===== config.mk =====
export PLATFORM = sky130hd
export DESIGN_NAME = fp_div_issuer_flat
export DESIGN_NICKNAME = d
export VERILOG_FILES = /design/src/rtl/fp_div_issuer_if.sv /design/src/rtl/fp_div_issuer.sv /design/src/flat_wrapper.sv
export SDC_FILE = /design/constraint.sdc
export NUM_CORES = 1
export LEC_CHECK = 0
export CAP_MARGIN = 0
export CORE_MARGIN = 10
export CORE_UTILIZATION = 50
export CTS_BUF_LIST = sky130_fd_sc_hd__clkbuf_4
export CTS_CLUSTER_DIAMETER = 120
export DETAILED_ROUTE_END_ITERATION = 12
export PLACE_DENSITY = 0.75
export SYNTH_ARGS = -nofsm -noshare
export SYNTH_HDL_FRONTEND = slang
export SYNTH_SLANG_ARGS = --single-unit

===== constraint.sdc =====
create_clock -name clk -period 3.6 [get_ports clk]
set_clock_uncertainty 0.05 [all_clocks]
set_input_delay 0.72 -clock clk [delete_from_list [all_inputs] [get_ports clk]]
set_output_delay 0.72 -clock clk [all_outputs]
set_load 0.02 [all_outputs]

===== src/rtl/fp_div_issuer_if.sv =====
// Handshake bundle between the FP32 divide issuer and its environment:
// request port, divider En/Ready/NaN port and tagged response port.
interface fp_div_issuer_if #(
    parameter int TAG_W = 4
);
    logic             req_valid;
    logic             req_ready;
    logic [31:0]      req_a;
    logic [31:0]      req_b;
    logic [TAG_W-1:0] req_tag;

    logic [31:0]      div_a;
    logic [31:0]      div_b;
    logic             div_en;
    logic [31:0]      div_result;
    logic             div_ready;
    logic             div_nan;

    logic             rsp_valid;
    logic             rsp_ready;
    logic [31:0]      rsp_result;
    logic             rsp_nan;
    logic             rsp_timeout;
    logic [TAG_W-1:0] rsp_tag;

    modport master (
        input  req_valid, req_a, req_b, req_tag,
        input  div_result, div_ready, div_nan,
        input  rsp_ready,
        output req_ready,
        output div_a, div_b, div_en,
        output rsp_valid, rsp_result, rsp_nan, rsp_timeout, rsp_tag
    );

    modport slave (
        output req_valid, req_a, req_b, req_tag,
        output div_result, div_ready, div_nan,
        output rsp_ready,
        input  req_ready,
        input  div_a, div_b, div_en,
        input  rsp_valid, rsp_result, rsp_nan, rsp_timeout, rsp_tag
    );
endinterface


===== src/rtl/fp_div_issuer.sv =====
// Buffers FP32 divide requests in a FIFO and issues them one at a time to the divider.
// Optional macro FP_DIV_ISSUER_BYPASS_EN answers divide-by-+/-1.0 without using the divider.
module fp_div_issuer #(
    parameter int DEPTH   = 4,
    parameter int TAG_W   = 4,
    parameter int TIMEOUT = 64
) (
    input  logic             clk,
    input  logic             reset,
    fp_div_issuer_if.master  bus,
    output logic             busy
);
    localparam int PTR_W = (DEPTH > 1) ? $clog2(DEPTH) : 1;
    localparam int CNT_W = $clog2(DEPTH + 1);
    localparam int TMO_W = (TIMEOUT > 2) ? $clog2(TIMEOUT) : 1;
    localparam logic [31:0] QNAN = 32'h7FC0_0000;

    typedef enum logic [2:0] {IDLE, ISSUE, WAIT, RESP, GAP} state_t;

    state_t           state_q, state_d;
    logic [PTR_W-1:0] wr_ptr_q, wr_ptr_d, rd_ptr_q, rd_ptr_d;
    logic [CNT_W-1:0] count_q, count_d;
    logic [TMO_W-1:0] tcnt_q, tcnt_d;
    logic [31:0]      a_q, a_d, b_q, b_d, result_q, result_d;
    logic [TAG_W-1:0] tag_q, tag_d;
    logic             nan_q, nan_d, tmo_q, tmo_d;
    logic             push, pop;

    logic [31:0]      fifo_a_q   [DEPTH];
    logic [31:0]      fifo_b_q   [DEPTH];
    logic [TAG_W-1:0] fifo_tag_q [DEPTH];

    logic [31:0]      head_a, head_b;
    assign head_a = fifo_a_q[rd_ptr_q];
    assign head_b = fifo_b_q[rd_ptr_q];

`ifdef FP_DIV_ISSUER_BYPASS_EN
    logic bypass_hit;
    assign bypass_hit = (head_b[30:0] == 31'h3F80_0000) &&
                        ((head_a[30:23] != 8'hFF) || (head_a[22:0] == 23'd0));
`endif

    assign bus.req_ready = (count_q < CNT_W'(DEPTH));
    assign push          = bus.req_valid && bus.req_ready;

    always_comb begin
        state_d  = state_q;
        a_d      = a_q;
        b_d      = b_q;
        tag_d    = tag_q;
        result_d = result_q;
        nan_d    = nan_q;
        tmo_d    = tmo_q;
        tcnt_d   = tcnt_q;
        pop      = 1'b0;
        unique case (state_q)
            IDLE: begin
                if (count_q != '0) begin
                    pop   = 1'b1;
                    tag_d = fifo_tag_q[rd_ptr_q];
`ifdef FP_DIV_ISSUER_BYPASS_EN
                    if (bypass_hit) begin
                        result_d = {head_a[31] ^ head_b[31], head_a[30:0]};
                        nan_d    = 1'b0;
                        tmo_d    = 1'b0;
                        state_d  = RESP;
                    end else begin
                        a_d     = head_a;
                        b_d     = head_b;
                        state_d = ISSUE;
                    end
`else
                    a_d     = head_a;
                    b_d     = head_b;
                    state_d = ISSUE;
`endif
                end
            end
            ISSUE: begin
                tcnt_d  = '0;
                state_d = WAIT;
            end
            WAIT: begin
                // The ISSUE cycle is the first cycle of the window, so a timeout
                // response appears exactly TIMEOUT cycles after div_en.
                if (bus.div_ready) begin
                    result_d = bus.div_result;
                    nan_d    = bus.div_nan;
                    tmo_d    = 1'b0;
                    state_d  = RESP;
                end else if (bus.div_nan) begin
                    result_d = QNAN;
                    nan_d    = 1'b1;
                    tmo_d    = 1'b0;
                    state_d  = RESP;
                end else if (tcnt_q == TMO_W'(TIMEOUT - 2)) begin
                    result_d = QNAN;
                    nan_d    = 1'b0;
                    tmo_d    = 1'b1;
                    state_d  = RESP;
                end else begin
                    tcnt_d = tcnt_q + TMO_W'(1);
                end
            end
            RESP: begin
                if (bus.rsp_ready) state_d = GAP;
            end
            GAP: begin
                state_d = IDLE;
            end
            default: state_d = IDLE;
        endcase
    end

    always_comb begin
        wr_ptr_d = push ? wr_ptr_q + PTR_W'(1) : wr_ptr_q;
        rd_ptr_d = pop  ? rd_ptr_q + PTR_W'(1) : rd_ptr_q;
        count_d  = count_q + CNT_W'(push) - CNT_W'(pop);
    end

    always_ff @(posedge clk) begin
        if (push) begin
            fifo_a_q[wr_ptr_q]   <= bus.req_a;
            fifo_b_q[wr_ptr_q]   <= bus.req_b;
            fifo_tag_q[wr_ptr_q] <= bus.req_tag;
        end
    end

    always_ff @(posedge clk) begin
        if (reset) begin
            state_q  <= IDLE;
            wr_ptr_q <= '0;
            rd_ptr_q <= '0;
            count_q  <= '0;
            tcnt_q   <= '0;
            a_q      <= '0;
            b_q      <= '0;
            tag_q    <= '0;
            result_q <= '0;
            nan_q    <= 1'b0;
            tmo_q    <= 1'b0;
        end else begin
            state_q  <= state_d;
            wr_ptr_q <= wr_ptr_d;
            rd_ptr_q <= rd_ptr_d;
            count_q  <= count_d;
            tcnt_q   <= tcnt_d;
            a_q      <= a_d;
            b_q      <= b_d;
            tag_q    <= tag_d;
            result_q <= result_d;
            nan_q    <= nan_d;
            tmo_q    <= tmo_d;
        end
    end

    assign bus.div_a       = a_q;
    assign bus.div_b       = b_q;
    assign bus.div_en      = (state_q == ISSUE);
    assign bus.rsp_valid   = (state_q == RESP);
    assign bus.rsp_result  = result_q;
    assign bus.rsp_nan     = nan_q;
    assign bus.rsp_timeout = tmo_q;
    assign bus.rsp_tag     = tag_q;
    assign busy            = (count_q != '0) || (state_q != IDLE);
endmodule


===== src/flat_wrapper.sv =====
// flat-port wrapper written by rule: the top's interface ports become plain ports
module fp_div_issuer_flat 
#(
    parameter int DEPTH   = 4,
    parameter int TAG_W   = 4,
    parameter int TIMEOUT = 64
)
  (clk, reset, busy, bus_req_valid, bus_req_a, bus_req_b, bus_req_tag, bus_div_result, bus_div_ready, bus_div_nan, bus_rsp_ready, bus_req_ready, bus_div_a, bus_div_b, bus_div_en, bus_rsp_valid, bus_rsp_result, bus_rsp_nan, bus_rsp_timeout, bus_rsp_tag);
  fp_div_issuer_if #(.TAG_W(TAG_W)) bus_i ();
  input  logic clk;
  input  logic reset;
  output logic busy;
  input wire logic [$bits(bus_i.req_valid)-1:0] bus_req_valid;
  input wire logic [$bits(bus_i.req_a)-1:0] bus_req_a;
  input wire logic [$bits(bus_i.req_b)-1:0] bus_req_b;
  input wire logic [$bits(bus_i.req_tag)-1:0] bus_req_tag;
  input wire logic [$bits(bus_i.div_result)-1:0] bus_div_result;
  input wire logic [$bits(bus_i.div_ready)-1:0] bus_div_ready;
  input wire logic [$bits(bus_i.div_nan)-1:0] bus_div_nan;
  input wire logic [$bits(bus_i.rsp_ready)-1:0] bus_rsp_ready;
  output wire logic [$bits(bus_i.req_ready)-1:0] bus_req_ready;
  output wire logic [$bits(bus_i.div_a)-1:0] bus_div_a;
  output wire logic [$bits(bus_i.div_b)-1:0] bus_div_b;
  output wire logic [$bits(bus_i.div_en)-1:0] bus_div_en;
  output wire logic [$bits(bus_i.rsp_valid)-1:0] bus_rsp_valid;
  output wire logic [$bits(bus_i.rsp_result)-1:0] bus_rsp_result;
  output wire logic [$bits(bus_i.rsp_nan)-1:0] bus_rsp_nan;
  output wire logic [$bits(bus_i.rsp_timeout)-1:0] bus_rsp_timeout;
  output wire logic [$bits(bus_i.rsp_tag)-1:0] bus_rsp_tag;
  assign bus_i.req_valid = bus_req_valid;
  assign bus_i.req_a = bus_req_a;
  assign bus_i.req_b = bus_req_b;
  assign bus_i.req_tag = bus_req_tag;
  assign bus_i.div_result = bus_div_result;
  assign bus_i.div_ready = bus_div_ready;
  assign bus_i.div_nan = bus_div_nan;
  assign bus_i.rsp_ready = bus_rsp_ready;
  assign bus_req_ready = bus_i.req_ready;
  assign bus_div_a = bus_i.div_a;
  assign bus_div_b = bus_i.div_b;
  assign bus_div_en = bus_i.div_en;
  assign bus_rsp_valid = bus_i.rsp_valid;
  assign bus_rsp_result = bus_i.rsp_result;
  assign bus_rsp_nan = bus_i.rsp_nan;
  assign bus_rsp_timeout = bus_i.rsp_timeout;
  assign bus_rsp_tag = bus_i.rsp_tag;
  fp_div_issuer #(.DEPTH(DEPTH), .TAG_W(TAG_W), .TIMEOUT(TIMEOUT)) u_core (.clk(clk), .reset(reset), .bus(bus_i), .busy(busy));
endmodule

---- Word level (Yosys, flattened, before mapping) ----
Memory sizes are Yosys's and may differ from the RTL's. A register that Yosys moved wholly into a read port is not among the register bits.
Cells that the tools add are included.
word-level totals
  flip-flop bits (word level) ............. 50
  bits in writable memories ............... 272
  input port bits ......................... 106
  output and inout bits ................... 106
  memories ................................ 3
memories
  memory             depth  bits a word  read ports  clocked after Yosys merged registers in  wr ports  line                 RTL
  u_core.fifo_a_q    4      32           1           1                                        1         fp_div_issuer.sv:29  logic [31:0] fifo_a_q [DEPTH];
  u_core.fifo_b_q    4      32           1           1                                        1         fp_div_issuer.sv:30  logic [31:0] fifo_b_q [DEPTH];
  u_core.fifo_tag_q  4      4            1           1                                        1         fp_div_issuer.sv:31  logic [TAG_W-1:0] fifo_tag_q [DEPTH];
operators by class
  add/subtract/negate cells ............... 5
  magnitude comparators ................... 1
  equality and inequality tests ........... 10
  multiplexer cells ....................... 23
  reduce and logical (&&, ||, !) cells .... 11
operators with widths
  operator               count
  $mux W32               3
  $mux W6                3
  $mux W3                5
  $pmux W3 S4            1
  $pmux W6 S2            1
  $mux W1                10
  $reduce_bool A3 Y1     3
  $ne A2 B2 Y1 const B   4
  $add A6 B1 Y6 const B  1
  $eq A3 B2 Y1 const B   2
  $eq A6 B6 Y1 const B   1
  $add A2 B1 Y2 const B  2
  $ne A4 B3 Y1 const B   1
  $reduce_and A2 Y1      2
  $reduce_and A4 Y1      1
  $add A3 B1 Y3          1
  $eq A3 B1 Y1 const B   1
  $logic_not A3 Y1       1
  $lt A3 B3 Y1 const B   1
  $reduce_and A3 Y1      1
  $sub A3 B1 Y3          1
  $ne A2 B1 Y1 const B   1
  $reduce_bool A2 Y1     1
  $logic_and A1 B1 Y1    1
  $logic_or A1 B1 Y1     1

---- Logic depth before layout (Yosys ltp) ----
  depth in word-level cells ............... 5
  depth in mapped cells ................... 13

---- Worst setup path after synthesis ----
Ideal clock, no wire load.
  kind .................................... input port to flip-flop
  start ................................... input bus_req_valid
  end ..................................... memory u_core.fifo_a_q[1][0] (enable)
  data arrival time ....................... 2.697 ns
  required time ........................... 3.117 ns
  path slack .............................. 0.420 ns
  cell stages on the path ................. 3
  path buffers ............................ 1
  cells stage by stage .................... nor2b_1 > clkbuf_1 > and2_1
on the way
  longest elaborated chain between the ends .. 3
ends and longest elaborated chain
  element                        line                  RTL
  start, declared                flat_wrapper.sv:13    input wire logic [$bits(bus_i.req_valid)-1:0] bus_req_valid;
  $logic_and A1 B1 Y1            fp_div_issuer.sv:44   assign push = bus.req_valid && bus.req_ready;
  net u_core.push                fp_div_issuer.sv:27   logic push, pop;
  $mux W1                        fp_div_issuer.sv:122  if (push) begin
  $mux W1 (implied by the code)  fp_div_issuer.sv:123  fifo_a_q[wr_ptr_q] <= bus.req_a;
  end, declared                  fp_div_issuer.sv:29
The timed path passes the listed nets, and every way through them passes these cells.

---- Worst setup path in the final report ----
  start ................................... register u_core.state_q[0]
  end ..................................... output busy
on the way
  longest elaborated chain between the ends .. 2
ends and longest elaborated chain
  element                 line                  RTL
  start, declared         fp_div_issuer.sv:20   state_t state_q, state_d;
  start signal, assigned  fp_div_issuer.sv:143  state_q <= state_d;
  $reduce_bool A3 Y1      fp_div_issuer.sv:165  assign busy = (count_q != '0) || (state_q != IDLE);
  $logic_or A1 B1 Y1      fp_div_issuer.sv:165
  end, declared           flat_wrapper.sv:12    output logic busy;
Every way passes these cells.

==> impl_metrics.py <==
metrics = {
    "outcome": {
        "status": "finished clean",
    },
    "floorplan": {
        "die-height_um": 188,
        "core_um2": 27800,
        "die-area_um2": 35300,
        "pin_count": 212,
        "die_w_um": 188,
        "start_util_pct": 50.7,
        "rows": 61,
    },
    "detailed_routing": {
        "drt_first_pass_iters": 4,
        "ant_nets": 0,
        "via_per_inst": 5.25,
        "drc": 0,
        "drt-initial-drc-count": 442,
        "wl_per_cell_um": 19.4,
        "drt_wl_total_mm": 30.6,
        "vias": 8269,
    },
    "yosys": {
        "synthCells": 838,
        "synth_area_leaders": "edfxtp_1, dfxtp_1, mux4_2",
        "synth_common_cells": "edfxtp_1, nand2_1, dfxtp_1",
        "synth_nets": 953,
        "yosysMostFrequentCell": "edfxtp_1",
        "yosysWarnings": 0,
        "synth_largest_area_cell": "edfxtp_1",
        "synth_cell_types": 43,
        "syn-cell-area_um2": 14100,
        "seq_area_frac_synth_pct": 74.8,
        "synth_top_cell_area_share_pct": 58.0,
        "ys_ff_latch": 390,
        "syn_avg_cell_area_um2": 16.8,
        "async_reset_ff_share_pct": 0,
        "synth_edf_count": 272,
        "synthFlopType": "edfxtp_1",
    },
    "global_route": {
        "grt_pass1_wl_mm": 48.1,
        "grt_pass1_vias": 8736,
        "antenna_found_initial": 3,
        "grt_overflow_total": 0,
        "grt_usage_pct": 17.1,
        "grt_max_degree": 85,
    },
    "timing": {
        "report.final.setup_viol": 0,
        "finalSetupTns_ns": 0,
        "fmax_ghz": 0.320,
        "worst_pin_slew_ns": 1.08,
        "finalMaxSlewViolations": 0,
        "hold_viol_final": 0,
        "fin_hold_ws_ns": 0.404,
        "min_period_ns": 3.12,
        "rsz0062_at_grt": "no",
        "slew_headroom_pct": 28.0,
        "setup_slack_ns": 0.475,
        "fin_crit_sh_pct": 86.8,
    },
    "critical_path": {
        "arrival_ns": 2.35,
        "r2r-start": "u_core.state_q[0]",
        "r2r_end": "u_core.count_q[2]",
        "critPathMaxFanout": 8,
        "reg2regPathDepth": 11,
        "reg2reg_slack_ns": 1.09,
        "criticalPathCategory": "reg2out",
        "startpoint": "u_core.state_q[0]",
        "worstSetupEndpointType": "output port",
        "critPathLaunchType": "flip-flop",
        "worstPathRequired_ns": 2.83,
    },
    "hold_path": {
        "holdPathEnd": "u_core.bus.div_a[12]",
        "worstHoldStart": "u_core.bus.div_a[12]",
        "hold_depth": 2,
        "hold_path_class": "reg2reg",
    },
    "pwr": {
        "leakage_uw": 0.00609,
        "ir_drop_mv": 0.594,
        "total_power_uw": 13300,
        "powerDensity_nw_per_um2": 738,
    },
    "clocking": {
        "cts_setup_buffers": 0,
        "htree_levels": 3,
        "path_clk_slew_ns": 0.06,
        "cts-resized-gates": 0,
        "insertion_delay_ns": 0.73,
        "cts.sinks": 390,
        "hold_buffers": 0,
        "cts_buffer_depth": 3,
        "cts_buffers": 97,
        "cts_tree": "built",
        "ctsRootBufferMaster": "clkbuf_4",
    },
    "final_layout": {
        "layout-drive-gt1-share_pct": 21.9,
        "area_delta_synth_final_pct": 27.7,
        "finalNonFillerCells": 1576,
        "nNetsFinal": 1231,
    },
    "flow_run": {
        "maxCapViolations": 0,
    },
    "place": {
        "dpl_worst_slack_ns": 0.732,
        "io_buffers": 211,
        "dp_hpwl_mm": 18.8,
        "gp_congestion": 0.785,
        "place_inst": 1395,
    },
}
-- registers in the layout, summed over array words and instances, names as in the netlist --
signal / count
u_core.fifo_a_q: 128
u_core.fifo_b_q: 128
u_core.bus.div_a: 32
u_core.bus.div_b: 32
u_core.bus.rsp_result: 32
u_core.fifo_tag_q: 16
u_core.tcnt_q: 6
u_core.bus.rsp_tag: 4
u_core.count_q: 3
u_core.state_q: 3
u_core.rd_ptr_q: 2
u_core.wr_ptr_q: 2
u_core.bus.rsp_nan: 1
u_core.bus.rsp_timeout: 1
-- cell families (layout without fill, tap and decap cells) --
logic type                 count (synthesis)  after routing  synth area share [%]
other                                      0              3                     0
xor gates and xnor gates                   5              5                 0.311
muxes                                     68             68                  10.9
and+or+nand+nor                          186            186                  5.64
AOI/OAI and AO/OA                        121            121                  5.60
buffers and inverters                     59            416                  1.97
DFF                                      390            390                  74.8
adders and majority gates                  9              9                 0.853
-- cell type report --
| class | count | area, µm² |
|---|---|---|
| fill | 2052 | 9800 |
| tap | 378 | 473 |
| antenna | 3 | 7.51 |
| inverter | 12 | 45.0 |
| sequential | 390 | 10500 |
| clock buffer | 145 | 1090 |
| timing repair buffer | 226 | 2310 |
| clock inverter | 33 | 229 |
| multi-input combinational | 389 | 3300 |
-- critical path, stage by stage, from the launching register on --
cell	delay [ns]
dfxtp_1	0.39
nor3_1	0.53
nand2b_1	0.15
clkdlybuf4s50_1	0.59
-- how the worst max path moves through the flow --
stage / depth (start not counted) / end / slack, ns
4_1_cts: 3 / busy / 0.43
2_1_floorplan: 3 / u_core.fifo_a_q[1][0] / 0.42
3_3_place_gp: 5 / u_core.bus.rsp_result[11] / 0.80
5_1_grt: 3 / busy / 0.35
6_report: 3 / busy / 0.48
3_5_place_dp: 5 / u_core.bus.rsp_result[9] / 0.73
-- per-layer routing --
metal | part of all wire, % | vias to the layer above | GRT usage [%]
li1 | - | 3836 | -
met1 | 43 | 4100 | 21.5
met2 | 48 | 291 | 27.3
met3 | 7.3 | 42 | 5.83
met4 | 1.4 | 0 | 5.32
met5 | 0 | - | 0
-- layout by cell type, fill, tap and decap left out, drive strengths merged, types with 13 or more instances in the layout --
master,Yosys,final
nor2,14,14
clkdlybuf4s50,0,210
clkinv,0,27
a22o,23,23
nand2,141,141
inv,12,13
a21oi,74,74
edfxtp,272,272
buf,25,16
clkbuf,22,145
dfxtp,118,118
mux4,68,68
-- power by group --
part	switching [µW]	total, µW	internal (µW)
logic	1930	3570	1640
registers	401	5910	5510
clock network	1720	3790	2070
-- metrics by stage --
step,utilization [%],instance area (µm²)
2_1_floorplan,-,14100
3_3_place_gp,60.0,16700
3_5_place_dp,60.0,16700
4_1_cts,64.7,18000
5_1_grt,64.7,18000
6_report,64.7,18000
No activity file was read; power rests on OpenSTA's default activity.
